<file path="config.mk">
export PLATFORM = sky130hd
export DESIGN_NAME = spi_rx_fifo
export DESIGN_NICKNAME = d
export VERILOG_FILES = /design/src/rtl/spi_rx_fifo_pkg.sv /design/src/rtl/spi_rx_fifo_mem.sv /design/src/rtl/spi_rx_fifo.sv
export SDC_FILE = /design/constraint.sdc
export NUM_CORES = 1
export LEC_CHECK = 0
export BUFFER_PORTS_ARGS = -buffer_cell sky130_fd_sc_hd__buf_2
export CORE_MARGIN = 2
export CORE_UTILIZATION = 42
export CTS_CLUSTER_SIZE = 10
export DETAILED_ROUTE_END_ITERATION = 12
export REMOVE_ABC_BUFFERS = 1
export SYNTH_ARGS = -nofsm -noshare
export SYNTH_HDL_FRONTEND = slang
export SYNTH_HIERARCHICAL = 1
export SYNTH_SLANG_ARGS = --single-unit
</file>
<file path="constraint.sdc">
create_clock -name clk -period 2.45 [get_ports clk]
set_input_delay 0.1225 -clock clk [delete_from_list [all_inputs] [get_ports clk]]
set_output_delay 0.1225 -clock clk [all_outputs]
set_load 0.01 [all_outputs]
</file>
<file path="src/rtl/spi_rx_fifo_pkg.sv">
// -----------------------------------------------------------------------------
// spi_rx_fifo_pkg
//  Shared constants for the SPI-receive -> MIDI-UART byte path:
//  - default word width and FIFO depth
//  - width and saturation value of the optional drop counter
//    (used when SPI_RX_FIFO_DROP_CNT_EN is defined)
// -----------------------------------------------------------------------------
package spi_rx_fifo_pkg;

    localparam int DEF_DATA_WIDTH = 8;
    localparam int DEF_DEPTH_LOG2 = 4;

    localparam int                    DROP_CNT_W   = 8;
    localparam logic [DROP_CNT_W-1:0] DROP_CNT_MAX = '1;

endpackage : spi_rx_fifo_pkg

</file>
<file path="src/rtl/spi_rx_fifo_mem.sv">
// -----------------------------------------------------------------------------
// spi_rx_fifo_mem
//  Register-array storage for spi_rx_fifo. One synchronous write port and one
//  asynchronous (combinational) read port. The array is not reset.
//  Ports:
//    clk    in   system clock
//    we     in   write enable
//    waddr  in   write address
//    wdata  in   write data
//    raddr  in   read address
//    rdata  out  mem[raddr], combinational
// -----------------------------------------------------------------------------
module spi_rx_fifo_mem #(
    parameter int DATA_WIDTH = 8,
    parameter int DEPTH_LOG2 = 4
) (
    input  logic                  clk,
    input  logic                  we,
    input  logic [DEPTH_LOG2-1:0] waddr,
    input  logic [DATA_WIDTH-1:0] wdata,
    input  logic [DEPTH_LOG2-1:0] raddr,
    output logic [DATA_WIDTH-1:0] rdata
);

    localparam int DEPTH = 1 << DEPTH_LOG2;

    logic [DATA_WIDTH-1:0] mem [DEPTH];

    always_ff @(posedge clk) begin
        if (we) begin
            mem[waddr] <= wdata;
        end
    end

    assign rdata = mem[raddr];

endmodule : spi_rx_fifo_mem

</file>
<file path="src/rtl/spi_rx_fifo.sv">
// -----------------------------------------------------------------------------
// spi_rx_fifo
//  Byte FIFO between the SPI slave receiver and the MIDI UART transmitter.
//  Each wr_stb pulse stores one frame; the consumer drains with a show-ahead
//  valid/ready handshake. Writes arriving while full (and not coinciding with
//  a read) are dropped and flagged in the sticky overflow bit.
//  Build option: define SPI_RX_FIFO_DROP_CNT_EN to add the saturating
//  drop_cnt output.
//  Ports:
//    clk       in   system clock, rising edge
//    rst_n     in   asynchronous active-low reset
//    wr_data   in   frame from SPI receiver, valid with wr_stb
//    wr_stb    in   one-clk write strobe
//    rd_data   out  head-of-FIFO word (valid when rd_valid)
//    rd_valid  out  FIFO non-empty
//    rd_ready  in   consumer takes head word this cycle
//    count     out  stored words, 0..2**DEPTH_LOG2
//    full      out  count == depth
//    overflow  out  sticky lost-byte flag
//    ovf_clr   in   one-clk pulse clearing overflow (and drop_cnt)
//    drop_cnt  out  [optional] saturating count of dropped writes
// -----------------------------------------------------------------------------
module spi_rx_fifo
    import spi_rx_fifo_pkg::*;
#(
    parameter int DATA_WIDTH = DEF_DATA_WIDTH,
    parameter int DEPTH_LOG2 = DEF_DEPTH_LOG2
) (
    input  logic                  clk,
    input  logic                  rst_n,
    input  logic [DATA_WIDTH-1:0] wr_data,
    input  logic                  wr_stb,
    output logic [DATA_WIDTH-1:0] rd_data,
    output logic                  rd_valid,
    input  logic                  rd_ready,
    output logic [DEPTH_LOG2:0]   count,
    output logic                  full,
    output logic                  overflow,
    input  logic                  ovf_clr
`ifdef SPI_RX_FIFO_DROP_CNT_EN
    ,
    output logic [DROP_CNT_W-1:0] drop_cnt
`endif
);

    localparam int                    DEPTH     = 1 << DEPTH_LOG2;
    localparam logic [DEPTH_LOG2:0]   DEPTH_CNT = (DEPTH_LOG2 + 1)'(DEPTH);
    localparam logic [DEPTH_LOG2:0]   CNT_ONE   = (DEPTH_LOG2 + 1)'(1);
    localparam logic [DEPTH_LOG2-1:0] PTR_ONE   = DEPTH_LOG2'(1);

    logic [DEPTH_LOG2-1:0] wr_ptr;
    logic [DEPTH_LOG2-1:0] rd_ptr;
    logic [DEPTH_LOG2:0]   count_q;
    logic                  rd_fire;
    logic                  wr_fire;
    logic                  wr_drop;

    // Flags come straight from the count register, so they never glitch on
    // same-cycle read/write activity.
    assign rd_valid = (count_q != '0);
    assign full     = (count_q == DEPTH_CNT);
    assign count    = count_q;

    // A read in the same cycle frees a slot, so a full FIFO still accepts.
    assign rd_fire = rd_valid & rd_ready;
    assign wr_fire = wr_stb & (~full | rd_fire);
    assign wr_drop = wr_stb & ~wr_fire;

    spi_rx_fifo_mem #(
        .DATA_WIDTH (DATA_WIDTH),
        .DEPTH_LOG2 (DEPTH_LOG2)
    ) u_mem (
        .clk   (clk),
        .we    (wr_fire),
        .waddr (wr_ptr),
        .wdata (wr_data),
        .raddr (rd_ptr),
        .rdata (rd_data)
    );

    always_ff @(posedge clk or negedge rst_n) begin
        if (!rst_n) begin
            wr_ptr   <= '0;
            rd_ptr   <= '0;
            count_q  <= '0;
            overflow <= 1'b0;
        end else begin
            if (wr_fire) begin
                wr_ptr <= wr_ptr + PTR_ONE;
            end
            if (rd_fire) begin
                rd_ptr <= rd_ptr + PTR_ONE;
            end
            case ({wr_fire, rd_fire})
                2'b10:   count_q <= count_q + CNT_ONE;
                2'b01:   count_q <= count_q - CNT_ONE;
                default: ;
            endcase
            // A new drop outranks a coincident clear.
            if (wr_drop) begin
                overflow <= 1'b1;
            end else if (ovf_clr) begin
                overflow <= 1'b0;
            end
        end
    end

`ifdef SPI_RX_FIFO_DROP_CNT_EN
    function automatic logic [DROP_CNT_W-1:0] sat_inc(input logic [DROP_CNT_W-1:0] v);
        return (v == DROP_CNT_MAX) ? v : v + DROP_CNT_W'(1);
    endfunction

    // A clear coinciding with a drop leaves that one drop counted.
    always_ff @(posedge clk or negedge rst_n) begin
        if (!rst_n) begin
            drop_cnt <= '0;
        end else if (ovf_clr) begin
            drop_cnt <= wr_drop ? DROP_CNT_W'(1) : '0;
        end else if (wr_drop) begin
            drop_cnt <= sat_inc(drop_cnt);
        end
    end
`endif

endmodule : spi_rx_fifo

</file>
==> results of run 1 <==
==> worst register-to-register path, delay by kind of cell, from the launching register on <==
family          cells  cell delay (ns)
xor+xnor            1             0.08
flops               1             0.38
buf+inv             1             0.10
compound gates      4             0.67
fa+ha+maj           1             0.30
simple gates        2             0.71
==> how the worst min path moves through the flow <==
stage                     startpoint                to  slack (ns)  cells past startpoint
final                     wr_data[3]   u_mem/mem[8][3]        0.09                      1
after CTS                 wr_data[3]   u_mem/mem[9][3]        0.09                      1
after floorplan                rst_n          count[0]       -0.17                      0
after global placement         rst_n         wr_ptr[0]        0.04                      1
after detailed placement       rst_n         wr_ptr[0]        0.05                      1
after global routing      wr_data[3]  u_mem/mem[13][3]        0.11                      1
==> area by class of cell <==
| type | instances | share of cell area [%] |
|---|---|---|
| clock inverters | 9 | 1.72 |
| well taps | 180 | 3.23 |
| repair buffers | 64 | 6.31 |
| inverters | 7 | 0.376 |
| flip-flops and latches | 142 | 60.1 |
| clock buffers | 21 | 6.31 |
| multi-input cells | 138 | 21.9 |
==> sequential cells by signal, summed over array words and instances, names as in the netlist <==
name,count
wr_ptr,4
count,5
overflow,1
rd_ptr,4
u_mem/mem,128
==> metrics by stage <==
stage	cells	hold slack [ns]	utilization [%]	total power (W)	setup TNS, ns
6_report	561	0.0866	50.9	0.00831	0
5_1_grt	561	0.112	50.9	0.00872	-0.00340
4_1_cts	561	0.0941	50.7	0.00836	0
3_5_place_dp	529	0.0500	46.4	0.00589	0
3_3_place_gp	529	0.0366	46.4	0.00583	0
2_1_floorplan	287	-0.173	-	0.00481	0
==> cells by family after synthesis <==
group,Yosys count,synth area share [%]
compound gates,33,4.66
xor+xnor,9,1.35
fa+ha+maj,6,1.42
buf+inv,19,2.19
flops,142,72.0
mux,34,13.7
simple gates,56,4.66
==> where the power goes <==
| part | internal, W | switching (W) | leakage (nW) |
|---|---|---|---|
| combinational | 0.00127 | 0.00141 | 0.867 |
| sequential | 0.00299 | 0.000183 | 1.32 |
| clock | 0.00157 | 0.000886 | 0.272 |
| total | 0.00583 | 0.00248 | 2.46 |
==> cell usage in the layout, fill, tap and decap left out, types with 3 or more instances in the layout <==
cell                        netlist  final
sky130_fd_sc_hd__a21oi_1          3      3
sky130_fd_sc_hd__a22oi_1         16     16
sky130_fd_sc_hd__buf_2            3     28
sky130_fd_sc_hd__buf_4            1     32
sky130_fd_sc_hd__bufinv_16        0      3
sky130_fd_sc_hd__clkbuf_1         1      4
sky130_fd_sc_hd__clkbuf_16        0     17
sky130_fd_sc_hd__clkinv_2         0      3
sky130_fd_sc_hd__dfrtp_1         14     13
sky130_fd_sc_hd__edfxtp_1       128    128
sky130_fd_sc_hd__ha_1             5      3
sky130_fd_sc_hd__inv_1            7      7
sky130_fd_sc_hd__mux4_1          14     14
sky130_fd_sc_hd__mux4_2          18     18
sky130_fd_sc_hd__nand2_1         12     12
sky130_fd_sc_hd__nand2b_1         5      5
sky130_fd_sc_hd__nand3_1          4      4
sky130_fd_sc_hd__nor2_1          20     19
sky130_fd_sc_hd__nor3_1           4      4
sky130_fd_sc_hd__xnor2_1          6      6
sky130_fd_sc_hd__xor2_1           3      3
==> what timing repair did <==
action	CTS	global route
resized for setup	0	3
endpoints found under the hold margin	15	0
setup endpoints to repair	0	1
hold buffers	2	0
==> metal layers <==
metal	up-vias	track usage, %	part of all wire (%)
met1	1618	23.5	45
met5	-	0	0
met4	0	5.17	1.2
met2	73	28.2	49
met3	10	4.35	4.2
li1	1366	-	-
==> impl_results.md, run 1 <==
* Area of the core at 13700 sq um
* Final weighted congestion in routability-driven placement at 0.827
* Overall Global Routing Usage at 17.4%
* Detailed-route DRC error count at 0
* TritonCTS clock tree: yes
* Post-DP Area at 6370 sq um
* Gate Count Post-Synth at 299
* Overall via count from detail_route at 3067
* Count of flip-flops with a built-in enable after synthesis at 128
* Startpoint of the most critical register-to-register path: count[3]
* Mapped cell area at 5830 sq um
* Clock slew seen by the registers of the worst setup and hold paths at 0.05 ns
* Count of TritonRoute iterations in the first routing pass at 4
* Buffers added on ports at 28
* Worst setup timing slack at the placement stage at 0.0750 ns
* Power density relative to cell area at 1190 nW/um^2
* Cell Rows at 43
* Detailed Route Iter0 Violations at 305
* Relative max-transition margin at 28.3%
* Number of unique standard cell types used by synthesis at 43
* Largest area contributor in the netlist: sky130_fd_sc_hd__edfxtp_1
* Layout overhead on the synthesized area at 19.8%
* Ant diodes at 0
* CP Data Required Time at 2.76 ns
* Setup slack of the most critical reg-to-reg path at 0.1 ns
* Die H at 122 um
* CP Class: reg -> reg
* Footprint of the multi-input gates at 1530 sq um
* Maximum capacitance violations at 0
* Result of the run: complete, no violations
* Full die area at 14800 sq um
* Cell types occupying the most area after synthesis: sky130_fd_sc_hd__edfxtp_1 (66%), sky130_fd_sc_hd__mux4_2 (7.0%), sky130_fd_sc_hd__mux4_1 (6.3%)
* Final nets at 389
* Top flip-flop cell by instance count after synthesis: sky130_fd_sc_hd__edfxtp_1
* Global-route wire length before repair at 18.4 mm
* Pins over their slew limit at 0
* Area taken by flip-flops and latches at 4200 sq um
* Longest individual stage delay on the worst path at 0.57 ns
* CP Capture Type: register
* Leakage power summed over all cells at 2.46 nW
* Final cell area excluding filler cells at 6980 sq um
* Capture instance of the worst register-to-register path: count[3]
* Buffering stage count on the worst path with inverters included at 1
* Worst Clk Skew at 0.00905 ns
* Via count of the first global-routing pass at 3163
* Highest clock frequency the design can meet at 0.425 GHz
* Proportion of synthesized flip-flops having asynchronous set or reset at 9.86%
* Count of endpoints failing setup in the final report at 0
* Total count of hold-check failures in the final report at 0
* Stages on worst setup path at 9
* Clock period minus worst slack at 2.35 ns
* Die W at 122 um
* Startpoint of the worst setup timing path: count[3]
* Most common cell in the netlist: sky130_fd_sc_hd__edfxtp_1
* Final Routed Wirelength at 11.9 mm
* Number of antenna violations at the first check in global routing at 0
* Top-Level Pins at 29
* Portion of the post-synthesis area used by sequential elements at 72.0%
* Clock root cell: sky130_fd_sc_hd__clkbuf_16
* Kind of start point of the critical path: register
* Min-delay worst type: in -> reg
* Skew-Pair Late Insertion Delay at 0.42 ns
* Ratio of cells with drive above 1 in the final layout at 30.4%
* Slowest cell on the critical path: sky130_fd_sc_hd__or4_4
* Maximum level of the CTS H-tree at 4
* Synthesized area per cell at 19.5 sq um
* Total congestion overflow at 0
* CTS sink cnt at 142
* Top fanout value on the critical path at 3
* Peak ir drop on the vdd network at 628 uV
* Yosys warnings at 6
* Final period util at 96.1%
* Number of routed nets with antenna violations at 0
* Average wire per cell in the routed design at 21.2 um
* Initial Utilization at 42.5%
* Worst slew pin tran at 1.07 ns
* Post-DR vias/cell at 5.47
* Number of buffers added by the clock tree synthesis step at 17
* Worst r2r path cells at 9
* Crit-path leading delay family: simple AND/OR/NAND/NOR gates
* Setup slack of the critical path after layout at 0.0954 ns
* Count of state elements after synthesis at 142
* Top cell types by occurrence after synthesis: sky130_fd_sc_hd__edfxtp_1 (128), sky130_fd_sc_hd__nor2_1 (20), sky130_fd_sc_hd__mux4_2 (18)
* Maximum clock path buffer count at 2
* Number of setup buffers added after CTS at 0
* HPWL after detailed placement at 7.74 mm
* Cell-by-cell trace of the critical path: or4_4 -> o21ai_4 -> or2_2 -> inv_1 -> ha_1 -> a21o_1 -> a21oi_1 -> xnor2_1 -> a32o_1
* Capturing element of the worst setup path: count[3]
* Share of Yosys cell area claimed by the top area cell type at 66.0%
* Maximum number of pins on one net before global-route repair at 36
* Arrival time of data at the critical path endpoint at 2.67 ns
* # fillers at 1143
(Power assumes the default switching activity.)
==> run 2, diff against run 1 <==
--- a/config.mk
+++ b/config.mk
@@ -10,6 +10,7 @@
 export CORE_UTILIZATION = 42
 export CTS_CLUSTER_SIZE = 10
 export DETAILED_ROUTE_END_ITERATION = 12
+export PLACE_DENSITY = 0.71
 export REMOVE_ABC_BUFFERS = 1
 export SYNTH_ARGS = -nofsm -noshare
 export SYNTH_HDL_FRONTEND = slang
==> run 2 against run 1 <==
Clock skew up 0.0018 ns. Maximum frequency down 1.0%. First-iteration DRC count up 21%. Die area unchanged. Hold slack worse by 0.0059 ns. Non-clock buffer count down 8. Core utilization down 0.22 points. Sequential power about the same.
==> impl_results.md, run 2 (synthesis results as in run 1) <==
* Total congestion overflow at 0
* Pins over their slew limit at 0
* Number of antenna violations at the first check in global routing at 0
* Switching fraction of total power at 29.1%
* Leakage power summed over all cells at 2.44 nW
* Power density relative to cell area at 1200 nW/um^2
* Detailed Route Iter0 Violations at 369
* Maximum clock path buffer count at 2
* CTS sink cnt at 142
* Count of endpoints failing setup in the final report at 0
* Clock period minus worst slack at 2.38 ns
* Capture instance of the worst register-to-register path: count[3]
* Number of buffers added by the clock tree synthesis step at 17
* Overall Global Routing Usage at 16.4%
* Highest-count cells in the layout ignoring fill and taps: sky130_fd_sc_hd__edfxtp_1 (128), sky130_fd_sc_hd__buf_2 (28), sky130_fd_sc_hd__buf_4 (24)
* Number of routed nets with antenna violations at 0
* Result of the run: complete, no violations
* Initial Utilization at 42.5%
* Min-delay worst type: in -> reg
* Ratio of cells with drive above 1 in the final layout at 29.4%
* Final Routed Wirelength at 11.1 mm
* CP Class: reg -> reg
* Clock slew seen by the registers of the worst setup and hold paths at 0.05 ns
* Maximum level of the CTS H-tree at 4
* TritonCTS clock tree: yes
* Peak ir drop on the vdd network at 679 uV
* Cell Rows at 43
* Overall via count from detail_route at 3039
* Skew-Pair Late Insertion Delay at 0.41 ns
* Full die area at 14800 sq um
* Die H at 122 um
* Final cell area excluding filler cells at 6950 sq um
* Global-route wire length before repair at 17.3 mm
* Layout overhead on the synthesized area at 19.3%
* Flip-flop count of the largest register, all copies and words added at 128
* Overall power of the completed layout at 0.00832 W
* Arrival time of data at the critical path endpoint at 2.68 ns
* Util after Layout at 50.7%
* Worst Clk Skew at 0.0108 ns
* Worst slew pin tran at 0.784 ns
* Share of power burned in the clock network at 30.7%
* Highest clock frequency the design can meet at 0.420 GHz
* Detailed-route DRC error count at 0
* Top fanout value on the critical path at 4
* Via count of the first global-routing pass at 3159
* Final weighted congestion in routability-driven placement at 0.874
* Buffers added on ports at 28
* Relative max-transition margin at 47.2%
* CP Capture Type: register
* Post-DR vias/cell at 5.49
* Maximum number of pins on one net before global-route repair at 33
* Clock root cell: sky130_fd_sc_hd__clkbuf_16
* HPWL after detailed placement at 6.94 mm
* Final period util at 97.1%
* Die W at 122 um
* Total count of hold-check failures in the final report at 0
* Final nets at 381
* Kind of start point of the critical path: register
* Count of TritonRoute iterations in the first routing pass at 4
* Average wire per cell in the routed design at 20.1 um
* Startpoint of the most critical register-to-register path: count[2]
* Switching power of the nets at 0.00242 W
* Register with the highest flop count: u_mem/mem
* Startpoint of the worst setup timing path: count[2]
* Commonest non-fill, non-tap cell in the layout: sky130_fd_sc_hd__edfxtp_1
* Ant diodes at 0
* # fillers at 1085
* Combinational cell fraction of total power at 30.7%
* Internal power at 0.00589 W
* Post-DP Area at 6280 sq um
* Worst r2r path cells at 9
* CP Data Required Time at 2.75 ns
* Capturing element of the worst setup path: count[3]
* Setup slack of the most critical reg-to-reg path at 0.07 ns
* Top-Level Pins at 29
* Sequential share of power at 38.6%
* Area of the core at 13700 sq um
* Maximum capacitance violations at 0
-- run 2: changes by cell type in the layout (fill, tap and decap cells not counted) --
cell                         change
sky130_fd_sc_hd__a21oi_1         -1
sky130_fd_sc_hd__a21oi_2         +1
sky130_fd_sc_hd__buf_4           -8
sky130_fd_sc_hd__bufinv_16       +1
sky130_fd_sc_hd__clkbuf_1        +1
sky130_fd_sc_hd__clkinvlp_4      -1
sky130_fd_sc_hd__inv_1           -1
sky130_fd_sc_hd__inv_2           +1
-- run 2: metrics by stage --
step	setup TNS [ns]	cells	setup slack (ns)	hold slack (ns)
4_1_cts	0	550	0.0285	0.0744
2_1_floorplan	0	287	0.0382	-0.173
3_5_place_dp	0	517	0.0443	0.0429
5_1_grt	-0.0278	554	-0.0278	0.0874
6_report	0	554	0.0709	0.0807
3_3_place_gp	0	517	0.138	0.0353
-- run 2: per-layer routing --
layer | track usage [%] | share of wire [%] | vias up
met1 | 21.3 | 41 | 1554
met5 | 0 | 0 | -
met2 | 25.9 | 51 | 108
met3 | 5.01 | 6.2 | 22
met4 | 6.97 | 2.2 | 0
li1 | - | - | 1355
-- run 2: power by group through the flow --
stage	combinational [W]	clock (W)	sequential, W
final	0.00255	0.00255	0.00321
after global routing	0.00278	0.00273	0.00325
after CTS	0.00247	0.00261	0.00321
after detailed placement	0.00246	0	0.00326
after global placement	0.00241	0	0.00323
after floorplan	0.00143	0	0.00338
-- run 2: worst min-delay path by stage --
stage / startpoint / endpoint / slack (ns) / cells past startpoint
6_report: wr_data[0] / u_mem/mem[14][0] / 0.08 / 1
3_5_place_dp: rst_n / count[1] / 0.04 / 1
2_1_floorplan: rst_n / count[0] / -0.17 / 0
4_1_cts: wr_data[0] / u_mem/mem[8][0] / 0.07 / 1
3_3_place_gp: rst_n / overflow / 0.04 / 1
5_1_grt: wr_data[0] / u_mem/mem[7][0] / 0.09 / 1
-- run 2: critical path, stage by stage (launching register included) --
cell	delay, ns
sky130_fd_sc_hd__dfrtp_1	0.41
sky130_fd_sc_hd__or4_4	0.59
sky130_fd_sc_hd__o21ai_4	0.14
sky130_fd_sc_hd__or2_2	0.15
sky130_fd_sc_hd__inv_2	0.07
sky130_fd_sc_hd__ha_1	0.28
sky130_fd_sc_hd__a21o_1	0.17
sky130_fd_sc_hd__a21oi_2	0.17
sky130_fd_sc_hd__xnor2_1	0.08
sky130_fd_sc_hd__a32o_1	0.21
-- run 2: what timing repair did --
action	4_1_cts	5_1_grt
hold buffers	2	0
resized for setup	0	5
hold endpoints to repair	15	0
buffers inserted	0	4
setup endpoints to repair	0	2
-- run 2: cell type report --
| class | instances | area [sq um] | share of cell area [%] |
|---|---|---|---|
| Sequential cell | 142 | 4200 | 60.4 |
| Multi-Input combinational cell | 138 | 1540 | 22.1 |
| Clock buffer | 22 | 444 | 6.39 |
| Clock inverter | 9 | 143 | 2.05 |
| Inverter | 7 | 26.3 | 0.378 |
| Tap cell | 180 | 225 | 3.24 |
| Timing Repair Buffer | 56 | 380 | 5.47 |
